## src/rtl/multicycle_ctrl.sv

```systemverilog
// Multi-cycle MIPS32 sequencer: walks FETCH/DECODE/EXEC/MEM/WB and drives datapath enables and selects.
// Latency: lw 5, sw/R-type/addi 4, beq/j/jr 3 cycles when mem_ready returns immediately.
// Backpressure: FETCH/MEM_RD/MEM_WR hold until mem_ready; MEM_TIMEOUT stalled cycles -> fault and HALT.
module multicycle_ctrl #(
  parameter int CNT_W       = 32,
  parameter int MEM_TIMEOUT = 16
) (
  input  logic             clock,
  input  logic             reset,
  input  logic [5:0]       opcode,
  input  logic [5:0]       funct,
  input  logic             zero,
  input  logic             mem_ready,
  output logic             mem_re,
  output logic             mem_we,
  output logic             iord,
  output logic             ir_we,
  output logic             pc_we,
  output logic [1:0]       pc_src,
  output logic             reg_we,
  output logic             reg_dst,
  output logic             mem_to_reg,
  output logic             alu_srca,
  output logic [1:0]       alu_srcb,
  output logic [3:0]       alu_code,
  output logic [3:0]       state,
  output logic [CNT_W-1:0] retired,
  output logic [1:0]       fault
);

  typedef enum logic [3:0] {
    S_FETCH  = 4'd0,
    S_DECODE = 4'd1,
    S_ADDR   = 4'd2,
    S_MEM_RD = 4'd3,
    S_MEM_WB = 4'd4,
    S_MEM_WR = 4'd5,
    S_EXEC_R = 4'd6,
    S_EXEC_I = 4'd7,
    S_ALU_WB = 4'd8,
    S_BRANCH = 4'd9,
    S_JUMP   = 4'd10,
    S_JR     = 4'd11,
    S_HALT   = 4'd15
  } state_t;

  localparam logic [1:0] F_NONE    = 2'b00;
  localparam logic [1:0] F_ILLEGAL = 2'b01;
  localparam logic [1:0] F_TIMEOUT = 2'b10;

  localparam logic [3:0] ALU_AND = 4'b0000;
  localparam logic [3:0] ALU_ADD = 4'b0001;
  localparam logic [3:0] ALU_SUB = 4'b0010;
  localparam logic [3:0] ALU_OR  = 4'b0011;
  localparam logic [3:0] ALU_SLT = 4'b0100;

  // Counter holds up to MEM_TIMEOUT (it increments on the faulting cycle too).
  localparam int              WAIT_W    = $clog2(MEM_TIMEOUT + 1);
  localparam logic [WAIT_W-1:0] WAIT_LAST = WAIT_W'(MEM_TIMEOUT - 1);

  state_t            cur;
  state_t            nxt;
  logic [WAIT_W-1:0] wait_cnt;
  logic [CNT_W-1:0]  retired_cnt;
  logic [1:0]        fault_reg;
  logic [1:0]        fault_set;
  logic              retire;
  logic              stall;
  logic              wait_expired;

  assign wait_expired = (wait_cnt == WAIT_LAST);
  assign state        = cur;
  assign retired      = retired_cnt;
  assign fault        = fault_reg;

  // Next-state, retire/fault events and all datapath controls; everything is held at rest during reset.
  always_comb begin
    nxt        = cur;
    fault_set  = F_NONE;
    retire     = 1'b0;
    stall      = 1'b0;
    mem_re     = 1'b0;
    mem_we     = 1'b0;
    iord       = 1'b0;
    ir_we      = 1'b0;
    pc_we      = 1'b0;
    pc_src     = 2'b00;
    reg_we     = 1'b0;
    reg_dst    = 1'b0;
    mem_to_reg = 1'b0;
    alu_srca   = 1'b0;
    alu_srcb   = 2'b00;
    alu_code   = ALU_ADD;
    if (!reset) begin
      case (cur)
        S_FETCH: begin
          mem_re   = 1'b1;
          alu_srcb = 2'b01;
          if (mem_ready) begin
            ir_we = 1'b1;
            pc_we = 1'b1;
            nxt   = S_DECODE;
          end else begin
            stall = 1'b1;
            if (wait_expired) begin
              fault_set = F_TIMEOUT;
              nxt       = S_HALT;
            end
          end
        end
        S_DECODE: begin
          // ALU precomputes the branch target while the opcode is decoded.
          alu_srcb = 2'b11;
          case (opcode)
            6'h00: begin
              case (funct)
                6'h20, 6'h22, 6'h24, 6'h25, 6'h2A: nxt = S_EXEC_R;
                6'h08:                             nxt = S_JR;
                default: begin
                  fault_set = F_ILLEGAL;
                  nxt       = S_HALT;
                end
              endcase
            end
            6'h23, 6'h2B: nxt = S_ADDR;
            6'h04:        nxt = S_BRANCH;
            6'h08:        nxt = S_EXEC_I;
            6'h02:        nxt = S_JUMP;
            default: begin
              fault_set = F_ILLEGAL;
              nxt       = S_HALT;
            end
          endcase
        end
        S_ADDR: begin
          alu_srca = 1'b1;
          alu_srcb = 2'b10;
          nxt      = (opcode == 6'h23) ? S_MEM_RD : S_MEM_WR;
        end
        S_MEM_RD: begin
          mem_re = 1'b1;
          iord   = 1'b1;
          if (mem_ready) begin
            nxt = S_MEM_WB;
          end else begin
            stall = 1'b1;
            if (wait_expired) begin
              fault_set = F_TIMEOUT;
              nxt       = S_HALT;
            end
          end
        end
        S_MEM_WB: begin
          reg_we     = 1'b1;
          mem_to_reg = 1'b1;
          retire     = 1'b1;
          nxt        = S_FETCH;
        end
        S_MEM_WR: begin
          mem_we = 1'b1;
          iord   = 1'b1;
          if (mem_ready) begin
            retire = 1'b1;
            nxt    = S_FETCH;
          end else begin
            stall = 1'b1;
            if (wait_expired) begin
              fault_set = F_TIMEOUT;
              nxt       = S_HALT;
            end
          end
        end
        S_EXEC_R: begin
          alu_srca = 1'b1;
          case (funct)
            6'h22:   alu_code = ALU_SUB;
            6'h24:   alu_code = ALU_AND;
            6'h25:   alu_code = ALU_OR;
            6'h2A:   alu_code = ALU_SLT;
            default: alu_code = ALU_ADD;
          endcase
          nxt = S_ALU_WB;
        end
        S_EXEC_I: begin
          alu_srca = 1'b1;
          alu_srcb = 2'b10;
          nxt      = S_ALU_WB;
        end
        S_ALU_WB: begin
          reg_we  = 1'b1;
          reg_dst = (opcode == 6'h00);
          retire  = 1'b1;
          nxt     = S_FETCH;
        end
        S_BRANCH: begin
          alu_srca = 1'b1;
          alu_code = ALU_SUB;
          pc_we    = zero;
          pc_src   = 2'b01;
          retire   = 1'b1;
          nxt      = S_FETCH;
        end
        S_JUMP: begin
          pc_we  = 1'b1;
          pc_src = 2'b10;
          retire = 1'b1;
          nxt    = S_FETCH;
        end
        S_JR: begin
          pc_we  = 1'b1;
          pc_src = 2'b11;
          retire = 1'b1;
          nxt    = S_FETCH;
        end
        S_HALT: nxt = S_HALT;
        default: nxt = S_HALT;
      endcase
    end
  end

  // State register.
  always_ff @(posedge clock or posedge reset) begin
    if (reset) cur <= S_FETCH;
    else       cur <= nxt;
  end

  // Stall counter: counts consecutive stalled cycles, cleared by any non-stall cycle.
  always_ff @(posedge clock or posedge reset) begin
    if (reset)      wait_cnt <= '0;
    else if (stall) wait_cnt <= wait_cnt + 1'b1;
    else            wait_cnt <= '0;
  end

  // Retired-instruction counter, wraps naturally.
  always_ff @(posedge clock or posedge reset) begin
    if (reset)       retired_cnt <= '0;
    else if (retire) retired_cnt <= retired_cnt + 1'b1;
  end

  // Sticky fault code; only ever written on the transition into HALT.
  always_ff @(posedge clock or posedge reset) begin
    if (reset)                   fault_reg <= F_NONE;
    else if (fault_set != F_NONE) fault_reg <= fault_set;
  end

endmodule
```

## config.mk

```make
export PLATFORM = sky130hd
export DESIGN_NAME = multicycle_ctrl
export DESIGN_NICKNAME = d
export VERILOG_FILES = /design/src/rtl/multicycle_ctrl.sv
export SDC_FILE = /design/constraint.sdc
export NUM_CORES = 1
export LEC_CHECK = 0
export CAP_MARGIN = 10
export CORE_MARGIN = 4
export CORE_UTILIZATION = 43
export DETAILED_ROUTE_END_ITERATION = 10
export GPL_TIMING_DRIVEN = 0
export PLACE_DENSITY = 0.76
export REMOVE_ABC_BUFFERS = 1
export SKIP_LAST_GASP = 1
export SLEW_MARGIN = 10
export SYNTH_ARGS = -nofsm -noshare
export SYNTH_HDL_FRONTEND = slang
export SYNTH_SLANG_ARGS = --single-unit
```

## constraint.sdc

```tcl
create_clock -name clock -period 2.35 [get_ports clock]
set_input_delay 0.47 -clock clock [delete_from_list [all_inputs] [get_ports clock]]
set_output_delay 0.47 -clock clock [all_outputs]
set_load 0.05 [all_outputs]
```

==> results of run 1 <==
path summary, 6_finish.rpt:
path / endpoint / slack [ns] / depth (start not counted)
max in group asynchronous: state[3]$_DFFE_PP0N_ / 1.67 / 3
max reg2reg: retired[13]$_DFFE_PP0P_ / 0.16 / 6
max: alu_code[1] / 0.02 / 6
min: wait_cnt[1]$_DFF_PP0_ / 0.27 / 2
min in group clock: retired[31]$_DFFE_PP0P_ / 0.48 / 1
min reg2reg: retired[31]$_DFFE_PP0P_ / 0.48 / 1
power breakdown:
group | internal [mW] | switching [mW] | leakage (nW) | total (mW)
registers | 0.852 | 0.161 | 0.568 | 1.01
clock network | 0.344 | 0.235 | 0.0612 | 0.579
logic | 0.601 | 1.08 | 0.898 | 1.68
total | 1.80 | 1.47 | 1.53 | 3.27
cell families after synthesis:
family | count (synthesis) | synth area share [%]
AOI/OAI and AO/OA | 34 | 9.46
xor gates and xnor gates | 36 | 12.7
adders and majority gates | 3 | 1.51
buffers and inverters | 21 | 4.08
DFF | 43 | 43.3
muxes | 3 | 1.26
other | 1 | 0.151
and+or+nand+nor | 126 | 27.6
per-stage QoR:
stage                     setup TNS [ns]  hold WS [ns]  setup WS [ns]
after global routing              -0.175         0.287         -0.100
after detailed placement          -26.30         0.465         -0.940
final                                  0         0.269         0.0192
after CTS                         -0.169         0.431         -0.103
after floorplan                    -3.65         0.433         -0.995
after global placement            -51.94         0.448          -1.91
synth_stat cells, drive strengths merged, types with 3 or more instances:
master,count,area [sq um]
buf,7,48.8
xnor2,24,210
o21ai,4,20.0
xor2,12,105
inv,8,30.0
and4,3,26.3
nor2,30,113
nand2,16,60.1
nand4,5,31.3
nand2b,6,37.5
or3,3,18.8
dfrtp,43,1080
nand3,18,90.1
or2,3,18.8
ha,3,37.5
clkbuf,6,22.5
and3,11,68.8
nor2b,3,18.8
or3b,3,28.8
a21oi,11,55.1
nor3,14,70.1
nor4,5,37.5
routing by layer:
layer	vias to the layer above	GRT usage [%]	routed length (um)
met5	-	0	0
met4	0	4.24	43
met3	4	3.06	186
li1	1079	-	-
met2	43	29.4	3090
met1	1109	24.3	2840
critical path: stages:
cell	delay, ns
clkdlybuf4s50_1	0.46
nor2b_2	0.17
nand4b_1	0.21
nor3_2	0.23
o21a_1	0.13
buf_4	0.19
cell type report:
class	instances	share of cell area, %
Inverter	8	1.02
Tap cell	72	2.62
Sequential cell	43	31.5
Clock inverter	2	1.02
Clock buffer	6	2.40
Timing Repair Buffer	79	22.1
Multi-Input combinational cell	203	39.4
repair_timing:
item / 4_1_cts / 5_1_grt
setup buffers: 8 / 1
endpoints found under the setup margin: 43 / 26
pin swaps: 0 / 2
resized for setup: 66 / 21
==> impl_metrics.xml, run 1 <==
<?xml version="1.0" encoding="UTF-8"?>
<metrics>
  <group name="sta">
    <metric name="final_hold_violation_count" unit="">0</metric>
    <metric name="slew-limit-headroom" unit="%">65.0</metric>
    <metric name="max_clock_freq" unit="MHz">429</metric>
    <metric name="skew" unit="ns">0.00648</metric>
    <metric name="final_min_period_over_clock_period" unit="%">99.2</metric>
    <metric name="tightestPinTransition" unit="ns">0.524</metric>
    <metric name="finalSetupViolations" unit="">0</metric>
    <metric name="grt_setup_unrepaired" unit="">yes</metric>
    <metric name="finalCriticalPeriod" unit="ns">2.33</metric>
    <metric name="timing.final.max_slew_violations" unit="">0</metric>
  </group>
  <group name="layout">
    <metric name="final_cell_count_no_fill" unit="">413</metric>
    <metric name="final_standard_cell_area_without_fillers" unit="sq um">3440</metric>
    <metric name="finish.utilization" unit="%">62.0</metric>
    <metric name="antenna_cells" unit="">0</metric>
    <metric name="multi_input_comb_area" unit="sq um">1350</metric>
    <metric name="filler_cell_count" unit="">485</metric>
    <metric name="finish.net_count" unit="">359</metric>
    <metric name="layout.cells.most_common_list" unit="">clkdlybuf4s50_1 (47), dfrtp_1 (39), nor2_1 (29), xnor2_1 (24), nand3_1 (18)</metric>
    <metric name="layout-drive-gt1-share" unit="%">15.5</metric>
    <metric name="max_reg_flops" unit="">32</metric>
    <metric name="area_growth_syn_to_fin" unit="%">38.2</metric>
    <metric name="register_area" unit="sq um">1080</metric>
    <metric name="final_common_cell" unit="">clkdlybuf4s50_1</metric>
  </group>
  <group name="route">
    <metric name="drtIter0Drc" unit="">119</metric>
    <metric name="dr_drc_count" unit="">0</metric>
    <metric name="drt_antenna_net_count" unit="">0</metric>
    <metric name="routed_wire_length_per_instance" unit="um">14.9</metric>
    <metric name="via_per_inst" unit="">5.41</metric>
    <metric name="routed_wl" unit="mm">6.16</metric>
    <metric name="routed-via-count" unit="">2235</metric>
    <metric name="drt_pass1_iterations" unit="">4</metric>
  </group>
  <group name="synth">
    <metric name="number_of_distinct_library_cell_variants_in_the_gate_level_netlist_after_synthesis" unit="">51</metric>
    <metric name="synth.yosys.seq_area_share" unit="%">43.3</metric>
    <metric name="postSynthRegisterBits" unit="">43</metric>
    <metric name="postSynthCellCount" unit="">267</metric>
    <metric name="ys.flop_type" unit="">dfrtp_1</metric>
    <metric name="synth_area" unit="sq um">2490</metric>
    <metric name="synthesis.area_per_instance" unit="sq um">9.31</metric>
    <metric name="number_of_enable_type_register_cells_in_the_synthesized_netlist" unit="">0</metric>
    <metric name="asyncSetResetFlopFracSynth" unit="%">100</metric>
    <metric name="synth_warnings" unit="">0</metric>
  </group>
  <group name="clock_tree">
    <metric name="h-tree-depth" unit="">2</metric>
    <metric name="clock_insertion_delay_worst_skew" unit="ns">0.29</metric>
    <metric name="number_of_buffers_inserted_during_clock_tree_synthesis" unit="">5</metric>
    <metric name="path_clk_slew" unit="ns">0.08</metric>
    <metric name="cts_root_buf" unit="">clkbuf_8</metric>
    <metric name="postCtsHoldBufs" unit="">0</metric>
    <metric name="cts_tree" unit="">yes</metric>
    <metric name="clock_sink_count" unit="">43</metric>
    <metric name="ctsLongestPathBuffers" unit="">2</metric>
  </group>
  <group name="setup_path">
    <metric name="critical_path.endpoint_type" unit="">output port</metric>
    <metric name="worst-endpoint-required" unit="ns">1.88</metric>
    <metric name="maximum_fanout_count_along_the_critical_path" unit="">3</metric>
    <metric name="timing.setup.critical_path_class" unit="">input pin to output port</metric>
    <metric name="cp_data_arrival_time" unit="ns">1.86</metric>
    <metric name="timing.rr.start" unit="">state[0]$_DFFE_PP0N_</metric>
    <metric name="crit_path_start" unit="">funct[5]</metric>
    <metric name="startpoint_kind_of_the_worst_setup_timing_path" unit="">input pin</metric>
  </group>
  <group name="power">
    <metric name="p_leak" unit="nW">1.53</metric>
    <metric name="power" unit="mW">3.27</metric>
    <metric name="vdd.ir_drop.worst" unit="mV">1.05</metric>
    <metric name="powerDensity" unit="nW/um^2">952</metric>
  </group>
  <group name="floorplanning">
    <metric name="die_x" unit="um">84.0</metric>
    <metric name="die_height" unit="um">84.0</metric>
    <metric name="core_box_area" unit="sq um">5540</metric>
    <metric name="ios" unit="">71</metric>
    <metric name="die_area" unit="sq um">7060</metric>
    <metric name="start_util" unit="%">44.9</metric>
    <metric name="floorplan.rows" unit="">27</metric>
  </group>
  <group name="global_routing">
    <metric name="grt_start_max_net_pins" unit="">28</metric>
    <metric name="grt_remaining_overflow" unit="">0</metric>
    <metric name="grt_pass1_vias" unit="">2165</metric>
    <metric name="first_pass_grt_wire_length" unit="mm">10.5</metric>
    <metric name="track_usage" unit="%">17.8</metric>
    <metric name="antenna_violations_before_repair" unit="">0</metric>
  </group>
  <group name="placement">
    <metric name="weighted_congestion_reported_at_the_end_of_routability_driven_placement" unit="">0.827</metric>
    <metric name="placed_cell_area" unit="sq um">3220</metric>
    <metric name="place_inst" unit="">396</metric>
    <metric name="dp_hpwl" unit="mm">4.32</metric>
    <metric name="port_buffers" unit="">69</metric>
  </group>
  <group name="worst_hold_path">
    <metric name="hold_path.class" unit="">input pin to async pin</metric>
  </group>
  <group name="status">
    <metric name="status" unit="">completed</metric>
  </group>
  <group name="flow_run">
    <metric name="max_cap_violations" unit="">0</metric>
  </group>
</metrics>
No activity file was read; power rests on OpenSTA's default activity.
==> inputs of run 2 (changes only) <==
- CORE_ASPECT_RATIO: not set -> 0.8
==> run 2 against run 1 <==
Net effect: power down 0.80%; largest power group unchanged; first-iteration DRC count down 0.84%; worst hold slack better by 0.21 ns; sequential power is essentially flat; highest routed layer unchanged; largest cell class unchanged; critical path depth decreased by 2; clock power down 5.2%; clock skew is 0.0019 ns higher.
==> impl_metrics.xml, run 2 (synthesis results as in run 1) <==
<?xml version="1.0" encoding="UTF-8"?>
<metrics>
  <group name="status">
    <metric name="status" unit="">completed</metric>
  </group>
  <group name="setup_path">
    <metric name="critical_path.endpoint_type" unit="">output port</metric>
    <metric name="cp_data_arrival_time" unit="ns">1.81</metric>
    <metric name="startpoint_kind_of_the_worst_setup_timing_path" unit="">flop</metric>
    <metric name="maximum_fanout_count_along_the_critical_path" unit="">11</metric>
    <metric name="regToRegSetupSlack" unit="ns">0.22</metric>
    <metric name="timing.setup.critical_path_class" unit="">flop to output port</metric>
    <metric name="worst-endpoint-required" unit="ns">1.88</metric>
  </group>
  <group name="global_routing">
    <metric name="grt_pass1_vias" unit="">2094</metric>
    <metric name="track_usage" unit="%">17.8</metric>
    <metric name="grt_start_max_net_pins" unit="">26</metric>
    <metric name="grt_remaining_overflow" unit="">0</metric>
    <metric name="antenna_violations_before_repair" unit="">0</metric>
    <metric name="first_pass_grt_wire_length" unit="mm">10.3</metric>
  </group>
  <group name="floorplanning">
    <metric name="floorplan.rows" unit="">24</metric>
    <metric name="core_box_area" unit="sq um">5530</metric>
    <metric name="die_area" unit="sq um">7070</metric>
    <metric name="start_util" unit="%">45.0</metric>
    <metric name="die_height" unit="um">76.0</metric>
    <metric name="ios" unit="">71</metric>
    <metric name="die_x" unit="um">93.0</metric>
  </group>
  <group name="route">
    <metric name="drtIter0Drc" unit="">118</metric>
    <metric name="routed-via-count" unit="">2166</metric>
    <metric name="routed_wire_length_per_instance" unit="um">14.7</metric>
    <metric name="via_per_inst" unit="">5.19</metric>
    <metric name="drt_pass1_iterations" unit="">4</metric>
    <metric name="routed_wl" unit="mm">6.11</metric>
    <metric name="dr_drc_count" unit="">0</metric>
    <metric name="drt_antenna_net_count" unit="">0</metric>
  </group>
  <group name="clock_tree">
    <metric name="cts_tree" unit="">yes</metric>
    <metric name="path_clk_slew" unit="ns">0.08</metric>
    <metric name="h-tree-depth" unit="">2</metric>
    <metric name="cts_root_buf" unit="">clkbuf_8</metric>
    <metric name="clock_insertion_delay_worst_skew" unit="ns">0.29</metric>
    <metric name="number_of_buffers_inserted_during_clock_tree_synthesis" unit="">5</metric>
    <metric name="ctsLongestPathBuffers" unit="">2</metric>
    <metric name="clock_sink_count" unit="">43</metric>
    <metric name="postCtsHoldBufs" unit="">0</metric>
  </group>
  <group name="layout">
    <metric name="final_common_cell" unit="">clkdlybuf4s50_1</metric>
    <metric name="final_standard_cell_area_without_fillers" unit="sq um">3440</metric>
    <metric name="max_reg_flops" unit="">32</metric>
    <metric name="register_area" unit="sq um">1080</metric>
    <metric name="layout-drive-gt1-share" unit="%">15.3</metric>
    <metric name="antenna_cells" unit="">0</metric>
    <metric name="filler_cell_count" unit="">471</metric>
    <metric name="layout.cells.most_common_list" unit="">clkdlybuf4s50_1 (47), dfrtp_1 (39), nor2_1 (29), xnor2_1 (24), nand3_1 (18)</metric>
    <metric name="area_growth_syn_to_fin" unit="%">38.4</metric>
    <metric name="finish.utilization" unit="%">62.3</metric>
    <metric name="finish.net_count" unit="">358</metric>
    <metric name="multi_input_comb_area" unit="sq um">1350</metric>
  </group>
  <group name="sta">
    <metric name="tightestPinTransition" unit="ns">0.599</metric>
    <metric name="slew-limit-headroom" unit="%">59.7</metric>
    <metric name="max_clock_freq" unit="MHz">439</metric>
    <metric name="final_min_period_over_clock_period" unit="%">97.0</metric>
    <metric name="final_hold_violation_count" unit="">0</metric>
    <metric name="skew" unit="ns">0.00836</metric>
    <metric name="tns" unit="ns">0</metric>
    <metric name="finalSetupViolations" unit="">0</metric>
    <metric name="grt_setup_unrepaired" unit="">yes</metric>
    <metric name="finalCriticalPeriod" unit="ns">2.28</metric>
    <metric name="finalHoldWorstSlack" unit="ns">0.475</metric>
    <metric name="timing.final.max_slew_violations" unit="">0</metric>
  </group>
  <group name="power">
    <metric name="cellInternalPower" unit="mW">1.77</metric>
    <metric name="p_switching" unit="mW">1.47</metric>
    <metric name="vdd.ir_drop.worst" unit="mV">0.690</metric>
    <metric name="seq_power_share" unit="%">31.2</metric>
    <metric name="proportion_of_power_drawn_by_combinational_gates" unit="%">51.9</metric>
    <metric name="pwr-share-clk" unit="%">16.9</metric>
    <metric name="powerDensity" unit="nW/um^2">943</metric>
    <metric name="power" unit="mW">3.24</metric>
    <metric name="netSwitchingFraction" unit="%">45.4</metric>
    <metric name="p_leak" unit="nW">1.52</metric>
  </group>
  <group name="flow_run">
    <metric name="max_cap_violations" unit="">0</metric>
  </group>
  <group name="placement">
    <metric name="dp_hpwl" unit="mm">4.43</metric>
    <metric name="port_buffers" unit="">69</metric>
    <metric name="weighted_congestion_reported_at_the_end_of_routability_driven_placement" unit="">0.832</metric>
    <metric name="placed_cell_area" unit="sq um">3230</metric>
  </group>
  <group name="worst_hold_path">
    <metric name="hold_path.class" unit="">flop to flop</metric>
  </group>
</metrics>
## run 2: changes by cell type in the layout (fill, tap and decap cells not counted), sizes merged
cell | before | now
clkbuf | 8 | 11
dlymetal6s2s | 4 | 5
inv | 8 | 7
clkinv | 1 | 0
bufinv | 1 | 2
dlygate4sd2 | 4 | 1
clkdlybuf4s15 | 6 | 5
buf | 16 | 15
## run 2: repair_timing
action,CTS,global route
gates resized for setup,71,23
endpoints found under the hold margin,0,0
setup buffers,7,1
pin swaps,0,4
endpoints found under the setup margin,44,25
## run 2: worst max-delay path: stages (launching register included)
cell and delay [ns]:
dfrtp_2 0.46, buf_12 0.16, or3b_4 0.39, and4b_1 0.24
buf_2 0.26
## run 2: final timing paths
path                                       startpoint  cells after the start                      end
max in group asynchronous                       reset                      3     state[2]$_DFFE_PP0N_
min in group asynchronous                       reset                      2  retired[11]$_DFFE_PP0P_
worst max-delay path             state[2]$_DFFE_PP0N_                      4                  reg_dst
worst min-delay path            wait_cnt[0]$_DFF_PP0_                      1    wait_cnt[0]$_DFF_PP0_
worst max register to register   state[2]$_DFFE_PP0N_                      7  retired[31]$_DFFE_PP0P_
worst min register to register  wait_cnt[0]$_DFF_PP0_                      1    wait_cnt[0]$_DFF_PP0_
## run 2: routing by layer
layer  routed length (um)  global-route usage (%)  up-vias
met4                  122                    6.15        0
li1                     -                       -     1078
met2                 2730                    25.9       53
met3                  299                    3.95       12
met1                 2960                    26.1     1023
met5                    0                       0        -
## run 2: area by class of cell
type | count | share of cell area [%]
clock buffers | 6 | 2.11
clock inverters | 1 | 0.873
inverters | 8 | 1.27
multi-input cells | 203 | 39.2
flip-flops and latches | 43 | 31.4
well taps | 78 | 2.84
repair buffers | 78 | 22.3
## run 2: power groups by stage
stage | clock network (mW) | logic [mW] | registers, mW
after floorplan | 0 | 0.682 | 1.39
after global placement | 0 | 1.46 | 1.10
after detailed placement | 0 | 1.48 | 1.10
after CTS | 0.564 | 1.68 | 1.00
after global routing | 0.594 | 1.80 | 1.04
final | 0.549 | 1.68 | 1.01
## run 2: per-stage QoR
step,setup slack [ns],instances
floorplan,-0.995,254
global route,-0.0268,417
finish,0.0711,417
CTS,-0.130,416
global placement,-1.95,401
detailed placement,-0.973,402
==> inputs of run 3 (changes only) <==
- GPL_ROUTABILITY_DRIVEN: not set -> 0
==> results of run 3 <==
Final layout, timing and power as in run 2 (identical DEF).
